### src/rtl/fb_access_sequencer.sv
`default_nettype none
// ============================================================================
// Module      : fb_access_sequencer
// Description : Owner of the single shared read/write port of the row-based
//               monochrome framebuffer. Arbitrates CPU word accesses against
//               a hardware scroll engine that shifts every row up or down by
//               one and fills the vacated row with a pattern.
//               Optional macro VBLANK_GATE_EN: framebuffer writes wait for
//               vblank=1 (reads are never gated).
// Revision    : 1.0 - initial release
// ============================================================================
module fb_access_sequencer #(
  parameter int ROWS   = 16,
  parameter int ADDR_W = 4,
  parameter int RD_LAT = 8
) (
  input  logic              clk,
  input  logic              rst_n,
  input  logic [ADDR_W-1:0] cpu_addr,
  input  logic [31:0]       cpu_wdata,
  input  logic              cpu_write,
  input  logic              cpu_read,
  output logic [31:0]       cpu_rdata,
  output logic              cpu_ready,
  output logic              cpu_busy,
  output logic              cpu_overflow,
  input  logic              scroll_req,
  input  logic              scroll_dir,
  input  logic [31:0]       scroll_fill,
  output logic              scroll_busy,
  output logic              scroll_done,
  input  logic              vblank,
  output logic [ADDR_W-1:0] fb_addr,
  output logic [31:0]       fb_wdata,
  output logic              fb_we,
  output logic              fb_re,
  input  logic [31:0]       fb_rdata
);

  localparam logic [ADDR_W-1:0] c_last_row  = ADDR_W'(ROWS - 1);
  localparam logic [ADDR_W-1:0] c_last_move = ADDR_W'(ROWS - 2);
  localparam logic [3:0]        c_rd_lat    = 4'(RD_LAT);

  typedef enum logic [2:0] {
    S_IDLE     = 3'd0,
    S_CPU_WR   = 3'd1,
    S_CPU_RD   = 3'd2,
    S_CPU_WAIT = 3'd3,
    S_SC_RD    = 3'd4,
    S_SC_WAIT  = 3'd5,
    S_SC_WR    = 3'd6,
    S_SC_FILL  = 3'd7
  } state_t;

  state_t r_state;
  state_t w_next;

  // Pending CPU slot (one request deep)
  logic              r_slot_full;
  logic              r_slot_wr;
  logic [ADDR_W-1:0] r_slot_addr;
  logic [31:0]       r_slot_wdata;
  logic              r_ovf;
  logic [31:0]       r_cpu_rdata;

  // Read latency counter shared by CPU and scroll reads
  logic [3:0]        r_cnt;

  // Scroll engine context; survives CPU interleaves
  logic              r_sc_busy;
  logic              r_sc_dir;
  logic [31:0]       r_sc_fill;
  logic [ADDR_W-1:0] r_dst;
  logic [ADDR_W-1:0] r_moves;
  logic [31:0]       r_row;

  logic              w_req_any;
  logic              w_accept;
  logic              w_drop;
  logic              w_sc_accept;
  logic              w_cpu_pend;
  logic              w_pend_wr;
  logic [ADDR_W-1:0] w_src;
  logic              w_rd_done;
  logic              w_last_move;
  logic              w_cpu_done;
  logic              w_slot_clr;
  logic              w_wr_ok;

`ifdef VBLANK_GATE_EN
  assign w_wr_ok = vblank;
`else
  // vblank has no effect in this build; writes always proceed
  assign w_wr_ok = vblank | 1'b1;
`endif

  assign w_req_any   = cpu_write | cpu_read;
  assign w_accept    = w_req_any & ~r_slot_full;
  // A write+read pair keeps the write, so the read counts as dropped
  assign w_drop      = (w_req_any & r_slot_full) | (cpu_write & cpu_read);
  assign w_sc_accept = scroll_req & ~r_sc_busy;
  // The arbiter also sees a request in its arrival cycle to meet N+1 latency
  assign w_cpu_pend  = r_slot_full | w_accept;
  assign w_pend_wr   = r_slot_full ? r_slot_wr : cpu_write;
  assign w_src       = r_sc_dir ? (r_dst - 1'b1) : (r_dst + 1'b1);
  assign w_rd_done   = (r_cnt == c_rd_lat);
  assign w_last_move = (r_moves == c_last_move);
  assign w_cpu_done  = (r_state == S_CPU_WAIT) & w_rd_done;
  assign w_slot_clr  = ((r_state == S_CPU_WR) & w_wr_ok) | w_cpu_done;

  assign cpu_busy     = r_slot_full;
  assign cpu_overflow = r_ovf;
  assign scroll_busy  = r_sc_busy;
  // Read data is forwarded in the ready cycle and held afterwards
  assign cpu_rdata    = w_cpu_done ? fb_rdata : r_cpu_rdata;

  // State register
  always_ff @(posedge clk) begin
    if (!rst_n) r_state <= S_IDLE;
    else        r_state <= w_next;
  end

  // Next-state and framebuffer strobe decode
  always_comb begin
    w_next      = r_state;
    fb_we       = 1'b0;
    fb_re       = 1'b0;
    fb_addr     = '0;
    fb_wdata    = '0;
    cpu_ready   = 1'b0;
    scroll_done = 1'b0;
    case (r_state)
      S_IDLE: begin
        if (w_cpu_pend)     w_next = w_pend_wr ? S_CPU_WR : S_CPU_RD;
        else if (r_sc_busy) w_next = S_SC_RD;
      end
      S_CPU_WR: begin
        fb_addr  = r_slot_addr;
        fb_wdata = r_slot_wdata;
        if (w_wr_ok) begin
          fb_we  = 1'b1;
          w_next = S_IDLE;
        end
      end
      S_CPU_RD: begin
        fb_re   = 1'b1;
        fb_addr = r_slot_addr;
        w_next  = S_CPU_WAIT;
      end
      S_CPU_WAIT: begin
        if (w_rd_done) begin
          cpu_ready = 1'b1;
          w_next    = S_IDLE;
        end
      end
      S_SC_RD: begin
        fb_re   = 1'b1;
        fb_addr = w_src;
        w_next  = S_SC_WAIT;
      end
      S_SC_WAIT: begin
        if (w_rd_done) w_next = S_SC_WR;
      end
      S_SC_WR: begin
        fb_addr  = r_dst;
        fb_wdata = r_row;
        if (w_wr_ok) begin
          fb_we = 1'b1;
          // CPU traffic may only slip in here, between complete moves
          if (w_last_move)     w_next = S_SC_FILL;
          else if (w_cpu_pend) w_next = S_IDLE;
          else                 w_next = S_SC_RD;
        end
      end
      S_SC_FILL: begin
        fb_addr  = r_sc_dir ? '0 : c_last_row;
        fb_wdata = r_sc_fill;
        if (w_wr_ok) begin
          fb_we       = 1'b1;
          scroll_done = 1'b1;
          w_next      = S_IDLE;
        end
      end
      default: w_next = S_IDLE;
    endcase
  end

  // CPU request slot, sticky overflow and read-data hold register
  always_ff @(posedge clk) begin
    if (!rst_n) begin
      r_slot_full  <= 1'b0;
      r_slot_wr    <= 1'b0;
      r_slot_addr  <= '0;
      r_slot_wdata <= '0;
      r_ovf        <= 1'b0;
      r_cpu_rdata  <= '0;
    end else begin
      if (w_slot_clr) r_slot_full <= 1'b0;
      if (w_accept) begin
        r_slot_full  <= 1'b1;
        r_slot_wr    <= cpu_write;
        r_slot_addr  <= cpu_addr;
        r_slot_wdata <= cpu_wdata;
      end
      if (w_drop)     r_ovf       <= 1'b1;
      if (w_cpu_done) r_cpu_rdata <= fb_rdata;
    end
  end

  // Read latency counter: the first wait cycle counts as 1
  always_ff @(posedge clk) begin
    if (!rst_n) begin
      r_cnt <= '0;
    end else if ((r_state == S_CPU_RD) || (r_state == S_SC_RD)) begin
      r_cnt <= 4'd1;
    end else if ((r_state == S_CPU_WAIT) || (r_state == S_SC_WAIT)) begin
      r_cnt <= r_cnt + 4'd1;
    end
  end

  // Scroll engine context: start capture, row latch and move stepping
  always_ff @(posedge clk) begin
    if (!rst_n) begin
      r_sc_busy <= 1'b0;
      r_sc_dir  <= 1'b0;
      r_sc_fill <= '0;
      r_dst     <= '0;
      r_moves   <= '0;
      r_row     <= '0;
    end else begin
      if (w_sc_accept) begin
        r_sc_busy <= 1'b1;
        r_sc_dir  <= scroll_dir;
        r_sc_fill <= scroll_fill;
        r_dst     <= scroll_dir ? c_last_row : '0;
        r_moves   <= '0;
      end
      if ((r_state == S_SC_WAIT) && w_rd_done) r_row <= fb_rdata;
      // The index is not stepped after the final move so it never wraps
      if ((r_state == S_SC_WR) && w_wr_ok && !w_last_move) begin
        r_moves <= r_moves + 1'b1;
        r_dst   <= w_src;
      end
      if ((r_state == S_SC_FILL) && w_wr_ok) r_sc_busy <= 1'b0;
    end
  end

endmodule
`default_nettype wire

### config.mk
export PLATFORM = sky130hd
export DESIGN_NAME = fb_access_sequencer
export DESIGN_NICKNAME = d
export VERILOG_FILES = /design/src/rtl/fb_access_sequencer.sv
export SDC_FILE = /design/constraint.sdc
export NUM_CORES = 1
export LEC_CHECK = 0
export CORE_ASPECT_RATIO = 1.1
export CORE_UTILIZATION = 45
export CTS_BUF_LIST = sky130_fd_sc_hd__clkbuf_2 sky130_fd_sc_hd__clkbuf_4 sky130_fd_sc_hd__clkbuf_8
export DETAILED_ROUTE_END_ITERATION = 16
export PLACE_DENSITY = 0.79
export SLEW_MARGIN = 10
export SYNTH_ARGS = -nofsm -noshare
export SYNTH_HDL_FRONTEND = slang
export SYNTH_SLANG_ARGS = --single-unit
### constraint.sdc
create_clock -name clk -period 2.1 [get_ports clk]
set_input_delay 0.63 -clock clk [delete_from_list [all_inputs] [get_ports clk]]
set_output_delay 0.63 -clock clk [all_outputs]
set_load 0.05 [all_outputs]
==> impl_metrics.toml <==
[clock_network]
clk_pin_slew_ns = 0.08
tritoncts_num_sinks = 152
clkLatencyLatePin_ns = 0.47
root_buffer = "clkbuf_8"
clock_tree.htree_level_count = 4
cts_inserted_buffers = 17
cts_tree = "done"
max_clock_buf_depth = 2

[setup_path]
buf_inv_on_cp = 5
timing.critical_path.max_delay_family = "buffers and inverters"
worst-endpoint-arrival_ns = 2.29
critPathMaxFanout = 7
slowest_delay_ns = 0.34
critPathRequiredTime_ns = 1.47
path_cells = "inv_2, ha_4, nand3b_1, nor3_4, buf_12, buf_12, buf_16, mux2_4, buf_6"
critical-path-slowest-cell = "dfxtp_2"
worst-setup-path-type = "reg2out"
most_used_cell_along_the_critical_path = "buf_12"
capturing_element_type_of_the_critical_path = "output pin"
crit_path_start_kind = "flop"

[power]
power.density_cell_area_nw_per_um2 = 751
p_leak_nw = 4.73
vdd_ir_drop_max_mv = 0.412
total_power_mw = 8.74

[timing]
maxSlewHeadroom_pct = 62.7
fin_crit_ns = 2.92
setup_ws_ns = -0.816
report.final.hold_viol_count = 0
hold_slack_ns = 0.459
finalMaxSlewViolations = 0
setup_viol = 73
worst_slew_pin_slew_ns = 0.555
clock-skew-final_ns = 0.0121
grt_setup_unrepaired = "true"
fmax_mhz = 343
finalCritPeriodShare_pct = 139

[logic_synthesis]
ys.flop_type = "dfxtp_1"
yosysUniqueCellTypes = 46
synth.area.top_cells = "dfxtp_1, nand2_1, a21oi_1, mux2i_1, and2_1"
synth.top_cell.area_share_pct = 46.0
yosys_register_bits = 152
post-synth-top-area-cell = "dfxtp_1"
synth-edff-count = 0
yosysSeqAreaShare_pct = 46.0
postSynthAreaPerCell_um2 = 8.14
post_synth_instance_area_um2 = 6620
ys.warnings.count = 0
synth_cells = 813
synth_nets = 927
asyncSetResetFlopFracSynth_pct = 0

[floorplanning]
floorplan.initialDensity_pct = 46.0
dieArea_um2 = 15200
chipHeight_um = 129
std_cell_rows = 46
die_x_um = 118
num_io_pins = 182
core-area_um2 = 14400

[placement]
post-dp-hpwl_um = 13800
place_congestion = 0.853
io_port_bufs = 180
place_area_um2 = 9840
dp.cells = 1211

[detailed_routing]
routed_vias_inst = 5.60
drt_first_iter_violations = 631
avgRoutedWirePerCell_um = 20.1
wirelength_um = 25800
firstDrtPassIters = 5
drtAntennaViolNets = 0
route.vias.total = 7189
route.detailed.drc = 0

[final_layout]
instances_no_fill = 1283
finish.instance_area_um2 = 11600
area_growth_pct = 75.7
mostFrequentLayoutCells = "nand2_1, dfxtp_1, a21oi_1, clkdlybuf4s50_1, buf_4"
num-nets-final = 1194
post_route_cells_drive_above_1_share_pct = 35.5
insertedDiodeCount = 0
layout_commonest_cell = "nand2_1"
fill_cells = 770

[grt]
largest_net_degree_at_the_start_of_global_routing = 41
antenna_found_initial = 0
track_usage_pct = 28.0
grt_remaining_overflow = 0
number_of_global_route_vias_before_repair = 6422
global_route_wire_length_before_repair_um = 33300

[run]
maximum_capacitance_violations = 0

[status]
violations_in_the_final_reports = "setup timing"
run_status = "complete, but fails checks"

[hold_path]
timing.hold.worst.class = "reg2reg"
## cell type report
| type | instances | area, um^2 | share of cell area (%) |
|---|---|---|---|
| clock buffers | 18 | 248 | 2.13 |
| clock inverters | 12 | 129 | 1.11 |
| inverters | 8 | 36.3 | 0.312 |
| multi-input cells | 594 | 4230 | 36.4 |
| flip-flops and latches | 152 | 3060 | 26.3 |
| well taps | 192 | 240 | 2.07 |
| repair buffers | 307 | 3690 | 31.7 |
## repair_timing
item | in CTS | in global routing
resized for setup | 85 | 110
setup buffers | 13 | 18
setup endpoints to repair | 72 | 72
hold buffers | 0 | 0
pin swaps | 13 | 41
cloned | 5 | 10
## cells in the mapped netlist, drive strengths merged, types with 5 or more instances
| master | count |
|---|---|
| clkbuf | 40 |
| nand2 | 245 |
| nor3 | 5 |
| and2 | 34 |
| nand2b | 5 |
| buf | 19 |
| mux2 | 33 |
| inv | 7 |
| o21ai | 42 |
| ha | 6 |
| dfxtp | 152 |
| mux2i | 33 |
| nor2 | 18 |
| nand3 | 8 |
| a21oi | 119 |
## final timing paths
check	startpoint	to	slack, ns	depth (start not counted)
worst max-delay path	r_cnt[1]$_SDFFE_PP0P_	cpu_rdata[20]	-0.82	9
worst min-delay path	r_sc_fill[12]$_SDFFE_PN0P_	r_sc_fill[12]$_SDFFE_PN0P_	0.46	2
worst max register to register	r_state[0]$_SDFFE_PN0P_	r_moves[3]$_SDFFE_PN0P_	-0.01	7
worst min register to register	r_sc_fill[12]$_SDFFE_PN0P_	r_sc_fill[12]$_SDFFE_PN0P_	0.46	2
## where the power goes
part,internal [mW],total [mW],leakage (nW),switching (mW)
combinational,1.68,3.37,3.30,1.68
sequential,3.01,3.14,1.24,0.128
clock,1.07,2.22,0.187,1.15
total,5.77,8.74,4.73,2.97
## state kept, by name, indices dropped and copies added (netlist names), 3 cells and up
| signal | cells |
|---|---|
| r_cpu_rdata | 32 |
| r_row | 32 |
| r_sc_fill | 32 |
| r_slot_wdata | 32 |
| r_cnt | 4 |
| r_dst | 4 |
| r_moves | 4 |
| r_slot_addr | 4 |
| r_state | 3 |
## kinds of logic (layout without fill, tap and decap cells)
kind of cell	after synthesis	in the layout	synth area share (%)
AO/OA/AOI/OAI	179	179	14.3
XOR/XNOR	6	6	0.794
adder cells (fa/ha/maj)	8	8	1.59
buffers and inverters	67	345	4.39
flip-flops	152	152	46.0
multiplexers	66	66	11.2
AND/OR/NAND/NOR	335	335	21.8
## per-layer routing
| layer | global-route usage, % | routed length, um |
|---|---|---|
| met1 | 34.6 | 9800 |
| met5 | 0 | 0 |
| met3 | 5.55 | 2040 |
| met4 | 11.8 | 1280 |
| met2 | 48.0 | 12700 |
## worst register-to-register path: stages (launching register included)
cell and delay [ns]:
dfxtp_2 0.34, buf_8 0.13, buf_12 0.15, buf_4 0.15, clkbuf_16 0.16, or3_1 0.54, or3_1 0.43, a31oi_1 0.15
## metrics by stage
step	setup WS (ns)	setup TNS (ns)	utilization, %
finish	-0.816	-43.55	80.8
CTS	-0.719	-38.82	75.5
floorplan	-0.170	-3.70	-
detailed placement	-0.288	-8.09	68.4
global route	-0.881	-47.44	80.8
global placement	-0.287	-7.82	68.4
Note: power is estimated with default switching activity, not from simulation.
